### config.mk
export PLATFORM = sky130hd
export DESIGN_NAME = fifo_burst_reader_flat
export DESIGN_NICKNAME = d
export VERILOG_FILES = /design/src/rtl/fifo_burst_reader_if.sv /design/src/rtl/fifo_burst_reader.sv /design/src/flat_wrapper.sv
export SDC_FILE = /design/constraint.sdc
export NUM_CORES = 1
export LEC_CHECK = 0
export CAP_MARGIN = 20
export CORE_UTILIZATION = 48
export CTS_BUF_LIST = sky130_fd_sc_hd__clkbuf_16
export DETAILED_ROUTE_END_ITERATION = 6
export HOLD_SLACK_MARGIN = 0.08
export PLACE_DENSITY_LB_ADDON = 0.15
export REMOVE_ABC_BUFFERS = 1
export SKIP_LAST_GASP = 1
export SYNTH_ARGS = -nofsm -noshare
export SYNTH_HDL_FRONTEND = slang
export SYNTH_SLANG_ARGS = --single-unit
### constraint.sdc
create_clock -name clk -period 1.93 [get_ports clk]
set_input_delay 0.4825 -clock clk [delete_from_list [all_inputs] [get_ports clk]]
set_output_delay 0.4825 -clock clk [all_outputs]
set_load 0.01 [all_outputs]
### src/rtl/fifo_burst_reader_if.sv
// Reader-side link between a fifo instance and the burst reader, plus the
// downstream valid/ready stream. The reader uses the master modport; the
// fifo/stream environment uses the slave modport.
interface fifo_burst_reader_if #(
  parameter int unsigned WIDTH    = 32,
  parameter int unsigned FILLBITS = 6
);

  // Fifo side
  logic [WIDTH-1:0]    fifo_dataout;
  logic [FILLBITS-1:0] fifo_fill_level;
  logic                fifo_read;

  // Stream side
  logic [WIDTH-1:0]    m_data;
  logic                m_valid;
  logic                m_ready;
  logic                m_last;

  modport master (
    input  fifo_dataout,
    input  fifo_fill_level,
    output fifo_read,
    output m_data,
    output m_valid,
    input  m_ready,
    output m_last
  );

  modport slave (
    output fifo_dataout,
    output fifo_fill_level,
    input  fifo_read,
    input  m_data,
    input  m_valid,
    output m_ready,
    input  m_last
  );

endinterface

### src/rtl/fifo_burst_reader.sv
// Burst reader for the fifo core: issues registered read strobes, absorbs the
// fifo's registered-dataout latency in a 3-entry {data, last} buffer and
// presents words on a valid/ready stream in bursts of BURSTLEN (or a shorter
// flush burst), tagging the final word of each burst with m_last.
module fifo_burst_reader #(
  parameter int unsigned WIDTH    = 32,
  parameter int unsigned DEPTH    = 32,
  parameter int unsigned BURSTLEN = 8
) (
  input  logic                clk,
  input  logic                reset,
  input  logic                enable,
  input  logic                flush,
  output logic                busy,
  fifo_burst_reader_if.master bus_io
);

  localparam int unsigned FILLBITS = $clog2(DEPTH + 1);
  localparam logic [FILLBITS-1:0] BurstLenFill = FILLBITS'(BURSTLEN);
  localparam logic [FILLBITS-1:0] FillOne      = FILLBITS'(1);

  typedef enum logic [1:0] {
    StIdle,
    StBurst,
    StDrain
  } state_e;

  state_e              state_q, state_d;
  logic [FILLBITS-1:0] remaining_q, remaining_d;
  logic                fifo_read_q, fifo_read_d;
  // last tag travelling alongside the strobe, then alongside the in-flight word
  logic                read_last_q, read_last_d;
  logic [1:0]          inflight_q, inflight_d;
  logic                inflight_last_q, inflight_last_d;

  // Output buffer: circular, 3 entries, head at rd_ptr
  logic [WIDTH-1:0]    buf_data_q [3];
  logic [WIDTH-1:0]    buf_data_d [3];
  logic                buf_last_q [3];
  logic                buf_last_d [3];
  logic [1:0]          wr_ptr_q, wr_ptr_d;
  logic [1:0]          rd_ptr_q, rd_ptr_d;
  logic [1:0]          count_q, count_d;

  logic [FILLBITS-1:0] fill;
  logic                capture;
  logic                transfer;
  logic [2:0]          outstanding;

  function automatic logic [1:0] next_ptr(input logic [1:0] p);
    return (p == 2'd2) ? 2'd0 : p + 2'd1;
  endfunction

  assign fill        = bus_io.fifo_fill_level;
  assign capture     = (inflight_q != 2'd0);
  assign transfer    = (count_q != 2'd0) && bus_io.m_ready;
  // Every word already committed to the buffer: stored, on dataout, or strobed
  assign outstanding = 3'(count_q) + 3'(inflight_q) + 3'(fifo_read_q);

  assign bus_io.fifo_read = fifo_read_q;
  assign bus_io.m_data    = buf_data_q[rd_ptr_q];
  assign bus_io.m_last    = buf_last_q[rd_ptr_q];
  assign bus_io.m_valid   = (count_q != 2'd0);
  assign busy             = (state_q != StIdle);

  // Buffer next state: capture the word read two edges ago, pop on transfer
  always_comb begin
    buf_data_d      = buf_data_q;
    buf_last_d      = buf_last_q;
    wr_ptr_d        = wr_ptr_q;
    rd_ptr_d        = rd_ptr_q;
    inflight_d      = {1'b0, fifo_read_q};
    inflight_last_d = read_last_q;
    if (capture) begin
      buf_data_d[wr_ptr_q] = bus_io.fifo_dataout;
      buf_last_d[wr_ptr_q] = inflight_last_q;
      wr_ptr_d             = next_ptr(wr_ptr_q);
    end
    if (transfer) begin
      rd_ptr_d = next_ptr(rd_ptr_q);
    end
    count_d = count_q + {1'b0, capture} - {1'b0, transfer};
  end

  // Burst control: start decision, read issue (never depends on m_ready), drain
  always_comb begin
    state_d     = state_q;
    remaining_d = remaining_q;
    fifo_read_d = 1'b0;
    read_last_d = 1'b0;
    unique case (state_q)
      StIdle: begin
        if (enable && (fill >= BurstLenFill)) begin
          remaining_d = BurstLenFill;
          state_d     = StBurst;
        end else if (enable && flush && (fill != '0)) begin
          remaining_d = fill;
          state_d     = StBurst;
        end
      end
      StBurst: begin
        if ((remaining_q != '0) && (fill != '0) && (outstanding < 3'd3)) begin
          fifo_read_d = 1'b1;
          read_last_d = (remaining_q == FillOne);
          remaining_d = remaining_q - FillOne;
          if (remaining_q == FillOne) begin
            state_d = StDrain;
          end
        end
      end
      StDrain: begin
        // Leave as the last-tagged word transfers so IDLE lasts exactly one cycle
        if ((count_d == 2'd0) && !fifo_read_q && (inflight_q == 2'd0)) begin
          state_d = StIdle;
        end
      end
      default: state_d = StIdle;
    endcase
  end

  // All state; reset discards any partially delivered burst
  always_ff @(posedge clk) begin
    if (reset) begin
      state_q         <= StIdle;
      remaining_q     <= '0;
      fifo_read_q     <= 1'b0;
      read_last_q     <= 1'b0;
      inflight_q      <= 2'd0;
      inflight_last_q <= 1'b0;
      wr_ptr_q        <= 2'd0;
      rd_ptr_q        <= 2'd0;
      count_q         <= 2'd0;
      for (int i = 0; i < 3; i++) begin
        buf_data_q[i] <= '0;
        buf_last_q[i] <= 1'b0;
      end
    end else begin
      state_q         <= state_d;
      remaining_q     <= remaining_d;
      fifo_read_q     <= fifo_read_d;
      read_last_q     <= read_last_d;
      inflight_q      <= inflight_d;
      inflight_last_q <= inflight_last_d;
      wr_ptr_q        <= wr_ptr_d;
      rd_ptr_q        <= rd_ptr_d;
      count_q         <= count_d;
      buf_data_q      <= buf_data_d;
      buf_last_q      <= buf_last_d;
    end
  end

endmodule
### src/flat_wrapper.sv
// flat-port wrapper written by rule: the top's interface ports become plain ports
module fifo_burst_reader_flat 
#(
  parameter int unsigned WIDTH    = 32,
  parameter int unsigned DEPTH    = 32,
  parameter int unsigned BURSTLEN = 8
)
  (clk, reset, enable, flush, busy, bus_io_fifo_dataout, bus_io_fifo_fill_level, bus_io_fifo_read, bus_io_m_data, bus_io_m_valid, bus_io_m_ready, bus_io_m_last);
  fifo_burst_reader_if #(.WIDTH(WIDTH)) bus_io_i ();
  input  logic clk;
  input  logic reset;
  input  logic enable;
  input  logic flush;
  output logic busy;
  input wire logic [$bits(bus_io_i.fifo_dataout)-1:0] bus_io_fifo_dataout;
  input wire logic [$bits(bus_io_i.fifo_fill_level)-1:0] bus_io_fifo_fill_level;
  output wire logic [$bits(bus_io_i.fifo_read)-1:0] bus_io_fifo_read;
  output wire logic [$bits(bus_io_i.m_data)-1:0] bus_io_m_data;
  output wire logic [$bits(bus_io_i.m_valid)-1:0] bus_io_m_valid;
  input wire logic [$bits(bus_io_i.m_ready)-1:0] bus_io_m_ready;
  output wire logic [$bits(bus_io_i.m_last)-1:0] bus_io_m_last;
  assign bus_io_i.fifo_dataout = bus_io_fifo_dataout;
  assign bus_io_i.fifo_fill_level = bus_io_fifo_fill_level;
  assign bus_io_fifo_read = bus_io_i.fifo_read;
  assign bus_io_m_data = bus_io_i.m_data;
  assign bus_io_m_valid = bus_io_i.m_valid;
  assign bus_io_i.m_ready = bus_io_m_ready;
  assign bus_io_m_last = bus_io_i.m_last;
  fifo_burst_reader #(.WIDTH(WIDTH), .DEPTH(DEPTH), .BURSTLEN(BURSTLEN)) u_core (.clk(clk), .reset(reset), .enable(enable), .flush(flush), .busy(busy), .bus_io(bus_io_i));
endmodule
==> summary.txt, run 1 <==
Place
  • GPL Wtd Cong: 0.874
  • Placed Area: 6140 sq um
  • Detailed Place HPWL: between 8000 and 9000 um
  • Placed Cells: 865
  • Port Buf Inserts: ~80
  • Pre-CTS setup slack: -0.365 ns

Global route
  • Largest net degree at the start of global routing: 63
  • First-pass GRT wire length: 22600 um
  • Gr usage total: between 20% and 30%
  • Vias in the first global route: between 4000 and 5000
  • Initial antenna violation count: 0
  • Remaining Overflow, GRT: 0

Yosys
  • Share of synthesized flip-flops with an asynchronous set or reset: 0%
  • Number of synthesized flops with an enable pin: 0
  • Cells after Synth: 667
  • Syn_area_per_cell: 7.60 sq um
  • Synth top area share: 46.2%
  • Top cells by area, synth: dfxtp_1 (46%), nand2_1 (18%), a21oi_1 (11%)
  • Sequential fraction of the synthesis area: 46.2%
  • Area leader, netlist: dfxtp_1
  • Synth cell types: 48
  • Mapped cell area: 5070 sq um
  • Top_reg_cell synth: dfxtp_1
  • Yosys warns: 0
  • Synthesized flop and latch total: 117

Worst setup path
  • Worst path max stage delay: 0.38 ns
  • Worst EP required: approximately 1.5 ns
  • RR Startpoint: u_core.count_q[0]
  • Critical path class: reg2out
  • Cells along the critical path: buf_6 -> buf_6 -> buf_12 -> mux2i_1 -> o21ai_2 -> buf_2
  • Worst setup EP type: primary output
  • Slowest cell on crit path: dfxtp_4
  • CP arrival: between 1.5 and 2 ns
  • R2r setup slk: -0.08 ns
  • CP Max Fanout: 6
  • Reg2reg end: u_core.remaining_q[5]
  • Crit start category: register
  • Most frequent CP cell: buf_6
  • Worst r2r path cells: 7

Timing
  • Hold Worst Slack: 0.370 ns
  • Worst setup margin: -0.234 ns
  • Final Slew Violations: 0
  • Worst slew pin tran: between 0.7 and 0.8 ns
  • Final Setup Violations: 36
  • Tmin final: 2.16 ns
  • Fmax: 462 MHz
  • Unrepaired setup endpoints after global routing: yes
  • Slew HR: 50.5%
  • Fin. Hold Viols: 0
  • Period utilisation layout: 112%
  • Max Clock Skew: 0.00806 ns
  • Setup TNS: -5.30 ns

Route
  • DRT antenna net count: 0
  • Via/cell ratio: 5.51
  • Mean routed wirelength per cell: 16.5 um
  • Drt pass-1 iters: 7
  • Routed wire length: 15200 um
  • Starting DRT DRC Count: roughly 400
  • Residual DRC: 2
  • Via count: between 5000 and 6000

Floorplan
  • Die area: 11000 sq um
  • Die extent in y: 105 um
  • Die X-Extent: 105 um
  • # IOs: 79
  • Initial Utilization: 49.3%
  • CORE AREA: 10300 sq um
  • Row count: 37

Min path
  • Hold Crit Start: reset
  • Hold Path End: u_core.state_q[1]
  • Hold Path Class: in2reg
  • Worst hold path depth: 2

Layout
  • Final nets: 822
  • Fin area: a little over 7000 sq um
  • Layout Cells excl Fill: 920
  • Layout cells sized above 1: 23.0%
  • Post-Route Utilization: between 60% and 70%
  • Area grow syn2layout: 40.4%
  • # diodes: 0
  • Commonest non-fill, non-tap cell in the layout: nand2_1
  • Most frequent cells in the layout: nand2_1 (225), dfxtp_1 (111), a21oi_1 (106)

Clocking
  • Post-CTS Hold Buffers: 0
  • Clock Tree Root: clkbuf_16
  • TritonCTS buffer count: 17
  • Clock sink count: about 120
  • Clk_lat worst skew: 0.40 ns
  • Total number of H-tree levels: 4
  • Clock Path Buffers: 2
  • CTS tree: yes
  • Clk slew on worst S/H paths: 0.05 ns

Status
  • Status: finished with violations
  • Failing checks: DRC, setup timing

Job
  • Maxcap violations: 0

Power
  • Power Dens Cells: between 1000 and 1500 nW/um^2
  • Design Power: 7.33 mW
  • Leak: ~2.7 nW
  • Maximum VDD drop: 0.660 mV
==> flip-flops by register name (all words and copies together), names as in the netlist <==
| signal | count |
|---|---|
| u_core.buf_last_q | 3 |
| u_core.count_q | 2 |
| u_core.inflight_last_q | 1 |
| u_core.buf_data_q | 96 |
| u_core.rd_ptr_q | 2 |
| u_core.inflight_last_d | 1 |
| u_core.bus_io.fifo_read | 1 |
| u_core.wr_ptr_q | 2 |
| u_core.state_q | 2 |
| u_core.inflight_q | 1 |
| u_core.remaining_q | 6 |
==> timing repair <==
item                                    in CTS  in global routing
setup buffers                                8                 12
pin swaps                                    7                 19
gates resized for setup                    130                119
endpoints found under the hold margin        0                  0
endpoints found under the setup margin      43                 41
gates cloned                                 2                  3
==> routing by layer <==
metal / GRT usage (%) / vias up / share of wire [%]
met4: 10.6 / 0 / 3.2
li1: - / 2447 / -
met5: 0 / - / 0
met2: 43.9 / 195 / 50
met3: 4.93 / 42 / 6.2
met1: 31.9 / 2388 / 41
==> worst max-delay path, delay by kind of cell, from the launching register on <==
kind / cells / cell delay, ns
flip-flops: 1 / 0.38
multiplexers: 1 / 0.31
AO/OA/AOI/OAI: 1 / 0.10
buffers and inverters: 4 / 0.50
==> final cells by class <==
class	instances	area [sq um]
Inverter	10	37.5
Fill cell	787	3160
Multi-Input combinational cell	494	2770
Tap cell	136	170
Clock buffer	17	425
Clock inverter	14	145
Sequential cell	117	2350
Timing Repair Buffer	132	1220
==> synthesized netlist by cell type (2+ instances only) <==
cell	instances
a211o_1	2
a21oi_1	107
and2_1	2
and3_1	3
buf_1	4
clkbuf_1	42
dfxtp_1	117
ha_1	6
inv_1	7
inv_2	2
mux2i_1	38
nand2_1	245
nand3_1	2
nor2_1	8
nor2b_1	5
nor3_1	7
o21ai_0	34
o22ai_1	4
o31ai_1	2
or3_1	2
==> cell families after synthesis <==
kind of cell / share of synthesized area (%)
AND/OR/NAND/NOR: 22.8
AO/OA/AOI/OAI: 17.1
flip-flops: 46.2
buffers and inverters: 4.15
multiplexers: 7.50
adder cells (fa/ha/maj): 1.88
XOR/XNOR: 0.345
==> report_power, final <==
group / internal (mW) / total, mW / switching (mW)
logic: 0.752 / 1.60 / 0.847
clock network: 1.99 / 3.05 / 1.06
registers: 2.55 / 2.69 / 0.138
==> worst max-delay path by stage <==
| stage | startpoint | endpoint | slack (ns) | cells past startpoint |
|---|---|---|---|---|
| after floorplan | u_core.rd_ptr_q[1] | bus_io_m_data[10] | -1.01 | 3 |
| after global placement | bus_io_m_ready | u_core.state_q[1] | -0.30 | 10 |
| after detailed placement | bus_io_m_ready | u_core.state_q[1] | -0.36 | 10 |
| after CTS | u_core.rd_ptr_q[1] | bus_io_m_data[13] | -0.23 | 6 |
| after global routing | u_core.rd_ptr_q[1] | bus_io_m_data[5] | -0.26 | 8 |
| final | u_core.rd_ptr_q[1] | bus_io_m_data[10] | -0.23 | 6 |
No activity file was read; power rests on OpenSTA's default activity.
==> run 2, diff against run 1 <==
--- a/config.mk
+++ b/config.mk
@@ -8,6 +8,7 @@
 export CAP_MARGIN = 20
 export CORE_UTILIZATION = 48
 export CTS_BUF_LIST = sky130_fd_sc_hd__clkbuf_16
+export CTS_CLUSTER_DIAMETER = 200
 export DETAILED_ROUTE_END_ITERATION = 6
 export HOLD_SLACK_MARGIN = 0.08
 export PLACE_DENSITY_LB_ADDON = 0.15
==> results of run 2 <==
Final layout, timing and power as in run 1 (identical DEF).
